--- src/rtl/median_pkg.sv ---
// ============================================================================
// Module      : median_pkg
// Description : Shared state encoding and default widths for the median
//               filter, its feeder and their benches.
// Revision    : 1.0 - initial release
// ============================================================================
`default_nettype none

package median_pkg;

  localparam int DATA_W_DEF      = 8;
  localparam int DATA_SAYISI_DEF = 25;

  localparam logic [1:0] FILL = 2'd0;
  localparam logic [1:0] SEND = 2'd1;
  localparam logic [1:0] WAIT = 2'd2;
  localparam logic [1:0] OUT  = 2'd3;

  typedef enum logic [1:0] {
    S_FILL = FILL,
    S_SEND = SEND,
    S_WAIT = WAIT,
    S_OUT  = OUT
  } state_t;

  // Address counters need at least one bit even for a single-byte frame.
  function automatic int cnt_w(input int n);
    return (n <= 1) ? 1 : $clog2(n);
  endfunction

endpackage

`default_nettype wire

--- src/rtl/feeder_frame_buf.sv ---
// ============================================================================
// Module      : feeder_frame_buf
// Description : DEPTH x DATA_W simple dual-port frame RAM, one write port and
//               one registered read port.
// Revision    : 1.0 - initial release
// ============================================================================
`default_nettype none

module feeder_frame_buf #(
  parameter int DEPTH  = 25,
  parameter int DATA_W = 8,
  parameter int ADDR_W = 5
) (
  input  logic              clk,
  input  logic              rst,
  input  logic              i_we,
  input  logic [ADDR_W-1:0] i_waddr,
  input  logic [DATA_W-1:0] i_wdata,
  input  logic              i_re,
  input  logic [ADDR_W-1:0] i_raddr,
  output logic [DATA_W-1:0] o_rdata
);

  logic [DATA_W-1:0] r_mem [DEPTH];
  logic [DATA_W-1:0] r_rdata;

  always_ff @(posedge clk) begin
    if (i_we) begin
      r_mem[i_waddr] <= i_wdata;
    end
  end

  // The read register holds its value when idle so the last sample stays put.
  always_ff @(posedge clk) begin
    if (rst) begin
      r_rdata <= '0;
    end else if (i_re) begin
      r_rdata <= r_mem[i_raddr];
    end
  end

  assign o_rdata = r_rdata;

endmodule

`default_nettype wire

--- src/rtl/median_feeder.sv ---
// ============================================================================
// Module      : median_feeder
// Description : Buffers one frame from a valid/ready byte stream, replays it
//               to the median block as a contiguous en burst, returns result.
// Revision    : 1.0 - initial release
// ============================================================================
`default_nettype none

module median_feeder
  import median_pkg::*;
#(
  parameter int DATA_SAYISI = DATA_SAYISI_DEF,
  parameter int DATA_W      = DATA_W_DEF,
  parameter int TIMEOUT     = 1024
) (
  input  logic              clk_i_feeder,
  input  logic              rst_i_feeder,
  input  logic              s_valid_i_feeder,
  input  logic [DATA_W-1:0] s_data_i_feeder,
  output logic              s_ready_o_feeder,
  output logic              en_o_feeder,
  output logic [DATA_W-1:0] data_o_feeder,
  input  logic [DATA_W-1:0] data_i_feeder,
  input  logic              done_i_feeder,
  output logic              m_valid_o_feeder,
  output logic [DATA_W-1:0] m_data_o_feeder,
  input  logic              m_ready_i_feeder,
  output logic              busy_o_feeder,
  output logic              err_o_feeder
);

  localparam int CNT_W = cnt_w(DATA_SAYISI);
  localparam int TO_W  = $clog2(TIMEOUT + 1);

  localparam logic [CNT_W-1:0] c_LAST     = CNT_W'(DATA_SAYISI - 1);
  localparam logic [TO_W-1:0]  c_TO_LAST  = TO_W'(TIMEOUT - 1);
  localparam logic [TO_W-1:0]  c_TO_END   = TO_W'(TIMEOUT);

  state_t             r_state;
  state_t             w_state_nxt;
  logic [CNT_W-1:0]   r_wr_cnt;
  logic [CNT_W-1:0]   r_rd_cnt;
  logic [TO_W-1:0]    r_to_cnt;
  logic               r_s_ready;
  logic               r_en;
  logic               r_m_valid;
  logic               r_busy;
  logic               r_err;
  logic [DATA_W-1:0]  r_m_data;
  logic [DATA_W-1:0]  w_rdata;
  logic               w_accept;
  logic               w_last_in;
  logic               w_last_rd;
  logic               w_done_ok;
  logic               w_to_hit;
  logic               w_xfer;

  assign w_accept  = (r_state == S_FILL) && r_s_ready && s_valid_i_feeder;
  assign w_last_in = w_accept && (r_wr_cnt == c_LAST);
  assign w_last_rd = (r_state == S_SEND) && (r_rd_cnt == c_LAST);
  // err fires one cycle before the return to FILL; a done in that final cycle is too late.
  assign w_done_ok = (r_state == S_WAIT) && done_i_feeder && (r_to_cnt != c_TO_END);
  assign w_to_hit  = (r_state == S_WAIT) && !done_i_feeder && (r_to_cnt == c_TO_LAST);
  assign w_xfer    = r_m_valid && m_ready_i_feeder;

  always_ff @(posedge clk_i_feeder) begin
    if (rst_i_feeder) begin
      r_state <= S_FILL;
    end else begin
      r_state <= w_state_nxt;
    end
  end

  always_comb begin
    w_state_nxt = r_state;
    case (r_state)
      S_FILL: if (w_last_in) w_state_nxt = S_SEND;
      S_SEND: if (w_last_rd) w_state_nxt = S_WAIT;
      S_WAIT: begin
        if (w_done_ok) begin
          w_state_nxt = S_OUT;
        end else if (r_to_cnt == c_TO_END) begin
          w_state_nxt = S_FILL;
        end
      end
      S_OUT:   if (w_xfer) w_state_nxt = S_FILL;
      default: w_state_nxt = S_FILL;
    endcase
  end

  always_ff @(posedge clk_i_feeder) begin
    if (rst_i_feeder) begin
      r_wr_cnt  <= '0;
      r_rd_cnt  <= '0;
      r_to_cnt  <= '0;
      r_s_ready <= 1'b0;
      r_en      <= 1'b0;
      r_m_valid <= 1'b0;
      r_busy    <= 1'b0;
      r_err     <= 1'b0;
      r_m_data  <= '0;
    end else begin
      if (w_accept) begin
        r_wr_cnt <= w_last_in ? '0 : r_wr_cnt + CNT_W'(1);
      end
      if (r_state == S_SEND) begin
        r_rd_cnt <= w_last_rd ? '0 : r_rd_cnt + CNT_W'(1);
      end
      if (r_state == S_SEND) begin
        r_to_cnt <= '0;
      end else if (r_state == S_WAIT) begin
        r_to_cnt <= r_to_cnt + TO_W'(1);
      end
      if (w_done_ok) begin
        r_m_data <= data_i_feeder;
      end
      // en trails the RAM read by one cycle so it lines up with the read data.
      r_en      <= (r_state == S_SEND);
      r_s_ready <= (w_state_nxt == S_FILL);
      r_busy    <= (w_state_nxt != S_FILL);
      r_m_valid <= (w_state_nxt == S_OUT);
      r_err     <= w_to_hit;
    end
  end

  feeder_frame_buf #(
    .DEPTH  (DATA_SAYISI),
    .DATA_W (DATA_W),
    .ADDR_W (CNT_W)
  ) u_frame_buf (
    .clk     (clk_i_feeder),
    .rst     (rst_i_feeder),
    .i_we    (w_accept),
    .i_waddr (r_wr_cnt),
    .i_wdata (s_data_i_feeder),
    .i_re    (r_state == S_SEND),
    .i_raddr (r_rd_cnt),
    .o_rdata (w_rdata)
  );

  assign s_ready_o_feeder = r_s_ready;
  assign en_o_feeder      = r_en;
  assign data_o_feeder    = w_rdata;
  assign m_valid_o_feeder = r_m_valid;
  assign m_data_o_feeder  = r_m_data;
  assign busy_o_feeder    = r_busy;
  assign err_o_feeder     = r_err;

endmodule

`default_nettype wire
--- config.mk ---
export PLATFORM = sky130hd
export DESIGN_NAME = median_feeder
export DESIGN_NICKNAME = d
export VERILOG_FILES = /design/src/rtl/median_pkg.sv /design/src/rtl/feeder_frame_buf.sv /design/src/rtl/median_feeder.sv
export SDC_FILE = /design/constraint.sdc
export NUM_CORES = 1
export LEC_CHECK = 0
export BUFFER_PORTS_ARGS = -buffer_cell sky130_fd_sc_hd__buf_2
export CAP_MARGIN = 20
export CORE_MARGIN = 3
export CORE_UTILIZATION = 45
export CTS_CLUSTER_DIAMETER = 30
export DETAILED_ROUTE_END_ITERATION = 6
export SYNTH_ARGS = -nofsm -noshare
export SYNTH_HDL_FRONTEND = slang
export SYNTH_SLANG_ARGS = --single-unit
--- constraint.sdc ---
create_clock -name clk_i_feeder -period 2.4 [get_ports clk_i_feeder]
set_input_delay 0.48 -clock clk_i_feeder [delete_from_list [all_inputs] [get_ports clk_i_feeder]]
set_output_delay 0.48 -clock clk_i_feeder [all_outputs]
set_load 0.05 [all_outputs]
==> results.txt, run 1 <==
The run finished with clean final reports. Number of antenna violations at the first check in global routing: 0. The wire length of the first global-routing pass is 34.8 mm.

In this run, the number of DRC markers left after iteration 0 of detailed routing was 404. Summed over all layers, the global routing overflow is 0. The fraction of the mapped netlist area in simple logic gates works out to 8.61%.

The number of warnings reported in the yosys synthesis log is 0, and the number of synthesized register bits is 244. Final hold analysis gives a worst-case slack of 138 ps. In the final layout, the share of cells above drive strength 1 is 28.7%. Dividing the final minimum period by the clock period gives 90.7%.

Counting along the longest clock path gives a buffer depth of 3. The signal on the critical path passes through inv_1 > ha_1 > or4b_1 > o41a_1 > and2_4 > nor4_4 > a21oi_1. The die footprint was 23300 um2; the power density of the placed cells was 996 nW/um2. The sequential share of power is 37.6%. In the routed layout, each cell is associated on average with a via count of 5.61. Global routing met1 resource utilization: 25.8%.

The total of buffers placed on input and output ports was 41. The met2 track demand over resource was 31.4%; the die span in y was 153 um. Setup repair after global routing left no endpoint under its margin. The maximum fanout encountered on the critical timing path came out at 9. The min-delay analysis places its worst path in the category in2reg.

Entering global routing, the biggest net connects 29 pins. Counting flops with a built-in enable in the synthesized netlist gives 200. The logs give 6021 for the via count of the first global-routing pass and 45.9% for the initial core utilization.

Once detail routing completed, the nets flagged for antenna violations numbered 0. The fraction of the mapped netlist area in adder cells was 1.03%; the total global-route track usage was 19.3%. Counting flops with an async set or reset pin after synthesis yields a share of 0%. Summing all flip-flop and latch instances after layout gives 6890 um2. TritonCTS built the clock tree. Final routed DRC violation total: 0. In the layout the commonest cells are sky130_fd_sc_hd__edfxtp_1, sky130_fd_sc_hd__nor2_1, sky130_fd_sc_hd__clkbuf_16, sky130_fd_sc_hd__nand2_1. After Yosys synthesis, XOR and XNOR cells account for 1.27% of the synthesized area. Area fraction of the dominant cell type after synthesis: 62.1%. The slowest stage of the critical path is the sky130_fd_sc_hd__or4b_1 cell.

The mean instance size in the synthesized netlist works out to 16.1 um2. After global routing, the most crowded layer is met2. Post-CTS repair changed the size of 0 cells. Yosys attributes the largest share of cell area to sky130_fd_sc_hd__edfxtp_1, sky130_fd_sc_hd__mux4_2, sky130_fd_sc_hd__dfxtp_1.

Post-CTS timing repair inserted 0 buffers for setup. The number of iterations in the first detailed-routing pass is 5, and the switching part of the total power is 19.0%. The number of setup violations in the final report came out at 0. Summed over all nets, the switching power comes to 2330 uW. The tools report the global placement routability congestion as 0.926. Summing all multi-input logic gate instances after layout gives 2620 um2. The number of rows in the core area is 53. At the later pin of the worst-skew pair, clock insertion delay measures 530 ps.

For the peak clock frequency supported by timing, the log shows 459 MHz. The top-level I/O count was 42; the area growth from synthesis to layout was 27.2%. After the last flow step, the layout net total stands at 734. The die is 153 um wide.

The tools report the required time at the worst-slack endpoint as 2800 ps. The critical path is of the reg2reg type. The synthesized-area fraction occupied by ao, oa, aoi and oai cells came out at 3.70%. The routed design could run at a clock period as short as 2180 ps. The dominant cell type by area after synthesis is sky130_fd_sc_hd__edfxtp_1. Number of hold violations in the final report: 0. The run gives 1600 as the number of fill cells. Across all layers, the routed design uses 5727 vias.

The aggregate routed wire length came out at 22.3 mm. The clock transition time at the flip-flop clock pins of the worst setup and hold paths is 40 ps. The kind of cell with the highest combined delay along the critical path is simple AND/OR/NAND/NOR gates. Across the VDD grid, the largest voltage drop is 0.709 mV. Per report_power, the clock group accounts for 61.3% of the total. The type of origin of the critical path is a flop.

By area, the combinational part of the netlist is dominated by multiplexers. In this run the standard cell core region covers 21100 um2. For the antenna diode instance count, the log shows 0. Max-cap violations in this run came to 0.

In this design, the stage delay of the slowest critical-path cell is 430 ps. The number of clock buffers added by TritonCTS is 49. The logs give 0 ps for the setup TNS and 1.1% for the combinational fraction of design power.

The transition time at the pin with the least slew margin is 768 ps. The share of the Yosys chip area taken by registers is 71.2%. The cell count after synthesis came out at 601. The tools report the endpoint class of the critical path as a flop.

The clock sink count came out at 244. The number of H-tree branching levels came out at 2. In this run, distinct cell masters in the synthesized netlist total 46. In this run the tightest slew margin relative to its limit is 48.8%.

For the total leakage power, the log shows 0.00416 uW. The most common flop cell mapped by yosys was sky130_fd_sc_hd__edfxtp_1. The buffering stage count on the worst path with inverters included is 1, and the post-DP HPWL is 14.1 mm.

The mapped netlist covers 9670 um2. Leaving out fill and tap cells, the most frequent cell in the layout is sky130_fd_sc_hd__edfxtp_1. Internal power comes to 9920 uW. The final max-slew violation count came out at 0. For the worst path arrival time, the log shows 2570 ps.

The root buffer cell chosen for the clock tree is sky130_fd_sc_hd__clkbuf_16. The multiplexer share of the synthesized area was 12.4%; the net count of the mapped netlist was 630. The average wire length per cell after detail routing works out to 21.9 um. The final setup skew is 13.7 ps. The logs give 4.46% for the global-route met3 utilization and 0 for the total of hold buffers inserted after clock tree synthesis.
flip-flops by register name, indices dropped and copies added, names as in the netlist, 2 cells and up:
name                 cells
u_frame_buf.r_mem      200
r_to_cnt                11
m_data_o_feeder          8
u_frame_buf.o_rdata      8
r_rd_cnt                 5
r_wr_cnt                 5
r_state                  2
per-layer routing:
metal  vias up  wire length (um)
li1       2553                 -
met1      2910              9390
met2       215             10900
met3        49              1420
met4         0               561
met5         -                 0
cell usage after synthesis, types with 7 or more instances:
| master | count |
|---|---|
| sky130_fd_sc_hd__nand3_1 | 12 |
| sky130_fd_sc_hd__clkbuf_1 | 17 |
| sky130_fd_sc_hd__ha_1 | 8 |
| sky130_fd_sc_hd__mux4_2 | 40 |
| sky130_fd_sc_hd__buf_2 | 7 |
| sky130_fd_sc_hd__a22oi_1 | 17 |
| sky130_fd_sc_hd__inv_1 | 8 |
| sky130_fd_sc_hd__nand2_1 | 48 |
| sky130_fd_sc_hd__mux2i_1 | 29 |
| sky130_fd_sc_hd__nor2_1 | 60 |
| sky130_fd_sc_hd__a21oi_1 | 14 |
| sky130_fd_sc_hd__nor3_1 | 10 |
| sky130_fd_sc_hd__edfxtp_1 | 200 |
| sky130_fd_sc_hd__xor2_1 | 8 |
| sky130_fd_sc_hd__nand4_1 | 10 |
| sky130_fd_sc_hd__dfxtp_1 | 44 |
cell type report:
class,instances,area share [%]
Clock inverter,37,4.57
Tap cell,275,2.80
Clock buffer,55,10.5
Timing Repair Buffer,83,4.54
Sequential cell,244,56.0
Multi-Input combinational cell,317,21.3
Inverter,10,0.305
cells by family (layout without fill, tap and decap cells):
family,count (synthesis),count (layout)
buffers and inverters,40,185
AND/OR/NAND/NOR,174,174
multiplexers,70,70
flip-flops,244,244
XOR/XNOR,14,14
AO/OA/AOI/OAI,51,51
adder cells (fa/ha/maj),8,8
worst paths after layout:
check,cells after the start,start,endpoint,slack [ps]
max,7,r_to_cnt[1],busy_o_feeder,220
max reg2reg,7,r_to_cnt[1],busy_o_feeder,220
min reg2reg,2,m_data_o_feeder[6],m_data_o_feeder[6],490
min,2,done_i_feeder,err_o_feeder,140
stage by stage:
| step | worst slack, ps | util (%) | cells | cell area [um2] | total power (uW) |
|---|---|---|---|---|---|
| detailed placement | 234 | 49.5 | 929 | 10400 | 4820 |
| global placement | 275 | 49.5 | 929 | 10400 | 4820 |
| floorplan | 220 | - | 601 | 9670 | 4730 |
| CTS | 226 | 58.3 | 1021 | 12300 | 12400 |
| finish | 223 | 58.3 | 1021 | 12300 | 12300 |
| global route | 114 | 58.3 | 1021 | 12300 | 12600 |
power groups by stage:
stage	Sequential (uW)	Combinational, uW	Clock (uW)
2_1_floorplan	4680	41.9	0
3_3_place_gp	4680	135	0
3_5_place_dp	4680	143	0
4_1_cts	4600	143	7610
5_1_grt	4600	155	7870
6_report	4600	140	7510
No activity file was read; power rests on OpenSTA's default activity.
==> run 2: changes to the inputs <==
--- a/config.mk
+++ b/config.mk
@@ -7,6 +7,7 @@
 export LEC_CHECK = 0
 export BUFFER_PORTS_ARGS = -buffer_cell sky130_fd_sc_hd__buf_2
 export CAP_MARGIN = 20
+export CORE_ASPECT_RATIO = 2
 export CORE_MARGIN = 3
 export CORE_UTILIZATION = 45
 export CTS_CLUSTER_DIAMETER = 30
==> run 2 against run 1 <==
Die area rose by 0.45%. Critical path depth did not move. Total power fell by 22%. Maximum frequency fell by 1.9%. Design area fell by 6.2%. Via count fell by 4.6%. Cell count fell by 4.2%. Combinational power barely moved. Largest cell class unchanged.
==> results.txt, run 2 (synthesis results as in run 1) <==
The transition time at the pin with the least slew margin is 736 ps, and the number of vias per cell is 5.59. Once placement finished, the instance area stood at 10400 um2. The final max-slew violation count is 0, and the pre-CTS worst setup slack is 182 ps. The die span in y is 213 um. Traced cell by cell, the critical path runs through inv_1 > ha_1 > or4b_1 > o41a_1 > and2_4 > nor4_4 > a21oi_1.

The total core area is 21000 um2. The run gives 0 as the number of antenna violations at the first check in global routing. VDD sags by at most 0.611 mV. The die is 110 um wide. The initial core utilization was 46.0%.

The library cell used most frequently in the layout, excluding fill and tap cells, is sky130_fd_sc_hd__edfxtp_1. Clock skew on the completed layout was measured at 7.35 ps. The register with the most flip-flops was u_frame_buf.r_mem. The maximum fanout encountered on the critical timing path was 9. Excluding fillers, the count of instances in the completed layout stands at 978.

The run gives 31 as the largest net degree at the start of global routing. Wires add up to 21.5 mm. For this run, global-route usage on met1 was measured as 21.4%. In this run, the number of DRC markers left after iteration 0 of detailed routing was 543. The register with the most flip-flops in the layout has 200 of them. The cell sitting at the root of the clock tree is a sky130_fd_sc_hd__clkbuf_16. The net count reported at finish was 714. The min-delay analysis places its worst path in the category in2reg. 0 antenna diodes ended up in the layout. For this block, the via count after detailed routing is 5464. Once detailed placement completed, the half-perimeter wirelength came to 14.8 mm. Once routing completed, OpenROAD measured the worst setup slack at 179 ps. The number of rows in the core area came out at 75. The logs give 50.9% for the worst relative slew slack and 922 for the number of cells in the design after placement.

The number of H-tree branching levels is 1. The final routed DRC violation total is 0. Based on the critical path, the design can be clocked at up to 450 MHz. The tools report the type of origin of the critical path as a flop.

Setup violations remaining at the end of the flow were counted as 0. The critical path is of the reg2reg type. The number of clock buffers added by TritonCTS is 30. Dividing the final minimum period by the clock period gives 92.5%. The average wire length per cell after detail routing came out at 22.0 um. The post-layout instance area was 11500 um2. The top cell types in the final layout, fill and taps aside, are sky130_fd_sc_hd__edfxtp_1, sky130_fd_sc_hd__nor2_1, sky130_fd_sc_hd__nand2_1, sky130_fd_sc_hd__dfxtp_1, sky130_fd_sc_hd__buf_2.

The area growth from synthesis to layout was 19.2%; the post-CTS setup buffer count was 0. The number of iterations in the first detailed-routing pass is 5. The longest clock path from root to sink contains 3 buffers.

The power density of the placed cells was 824 nW/um2. Setup repair after global routing left no endpoint under its margin. The first global-routing pass estimated 33.3 mm of wire. The max-capacitance violation count is 0. After filler insertion, the fill cell instance count of the layout stands at 1654. Cell type of the slowest stage on the worst timing path: sky130_fd_sc_hd__o41a_1. The antenna violation net count after detailed routing is 0, and the total leakage power is 0.00379 uW. Summing all flip-flop and latch instances after layout gives 6890 um2. Hold repair after CTS inserted 0 buffers. Global-route met3 utilization: 2.23%. The congestion estimate from routability-driven global placement came to 0.835.

The tools report the endpoint class of the critical path as a flop. TritonCTS built the clock tree. The total of buffers placed on input and output ports came out at 41.

The die covers 23400 um2. The largest registers in the layout are u_frame_buf.r_mem: 200 flops, r_to_cnt: 11 flops. 42 I/O pins were placed.

For the finished layout, the period the worst path requires is 2220 ps. The required time at the worst-slack endpoint is 2830 ps. Counting every sink on the clock net gives 244.

For met2 alone, demand over resource in global routing was 36.5%. The setup TNS was 0 ps; the total global-route track usage was 19.3%. The flow ran to the end, and the final reports show no timing, DRC or antenna violations. The logs give 0 for the number of hold violations in the final report and 5742 for the via count of the first global-routing pass. The total overflow left after global routing is 0.

The source-to-sink clock delay at the later pin of the worst-skew pair was 560 ps; the multi-input gate area in the final layout was 2620 um2. The run gives 0 as the number of resized instances in the post-cts repair step. The clock transition time at the flip-flop clock pins of the worst setup and hold paths works out to 60 ps. In this run the most used layer during global routing was met2. The ratio of cells with drive above 1 in the final layout is 25.4%, and the worst path arrival time is 2650 ps.

Delay of the slowest cell on the worst path: 450 ps.
## run 2: final timing paths
check / startpoint / end / slack [ps] / depth (start not counted)
setup reg to reg: r_to_cnt[0] / busy_o_feeder / 180 / 7
hold reg to reg: r_to_cnt[10] / err_o_feeder / 490 / 1
hold / removal: done_i_feeder / err_o_feeder / 110 / 2
setup / recovery: r_to_cnt[0] / busy_o_feeder / 180 / 7
## run 2: report_power, final
group	internal (uW)	switching, uW
clock	2920	1850
combinational	34.3	104
sequential	4590	5.60
## run 2: critical path, delay by kind of cell, from the launching register on
family,cells,cell delay [ps]
AOI/OAI and AO/OA,2,550
DFF,1,350
adders and majority gates,1,140
and+or+nand+nor,3,990
buffers and inverters,1,70
## run 2: layer usage
layer	wire length (um)	vias to the layer above
met5	0	-
met4	790	0
met3	961	44
met2	12200	149
met1	7560	2782
li1	-	2489
## run 2: cell type report
type	count	share of cell area, %
flip-flops and latches	244	59.7
multi-input cells	317	22.7
clock buffers	37	7.08
repair buffers	82	4.88
well taps	269	2.92
clock inverters	19	2.36
inverters	10	0.325
## run 2: through the flow
step | power [uW] | hold slack [ps] | utilization [%]
2_1_floorplan | 4730 | 433 | -
3_3_place_gp | 4820 | 466 | 49.7
3_5_place_dp | 4830 | 482 | 49.7
4_1_cts | 9600 | 87.9 | 54.9
5_1_grt | 9790 | 108 | 54.9
6_report | 9500 | 112 | 54.9
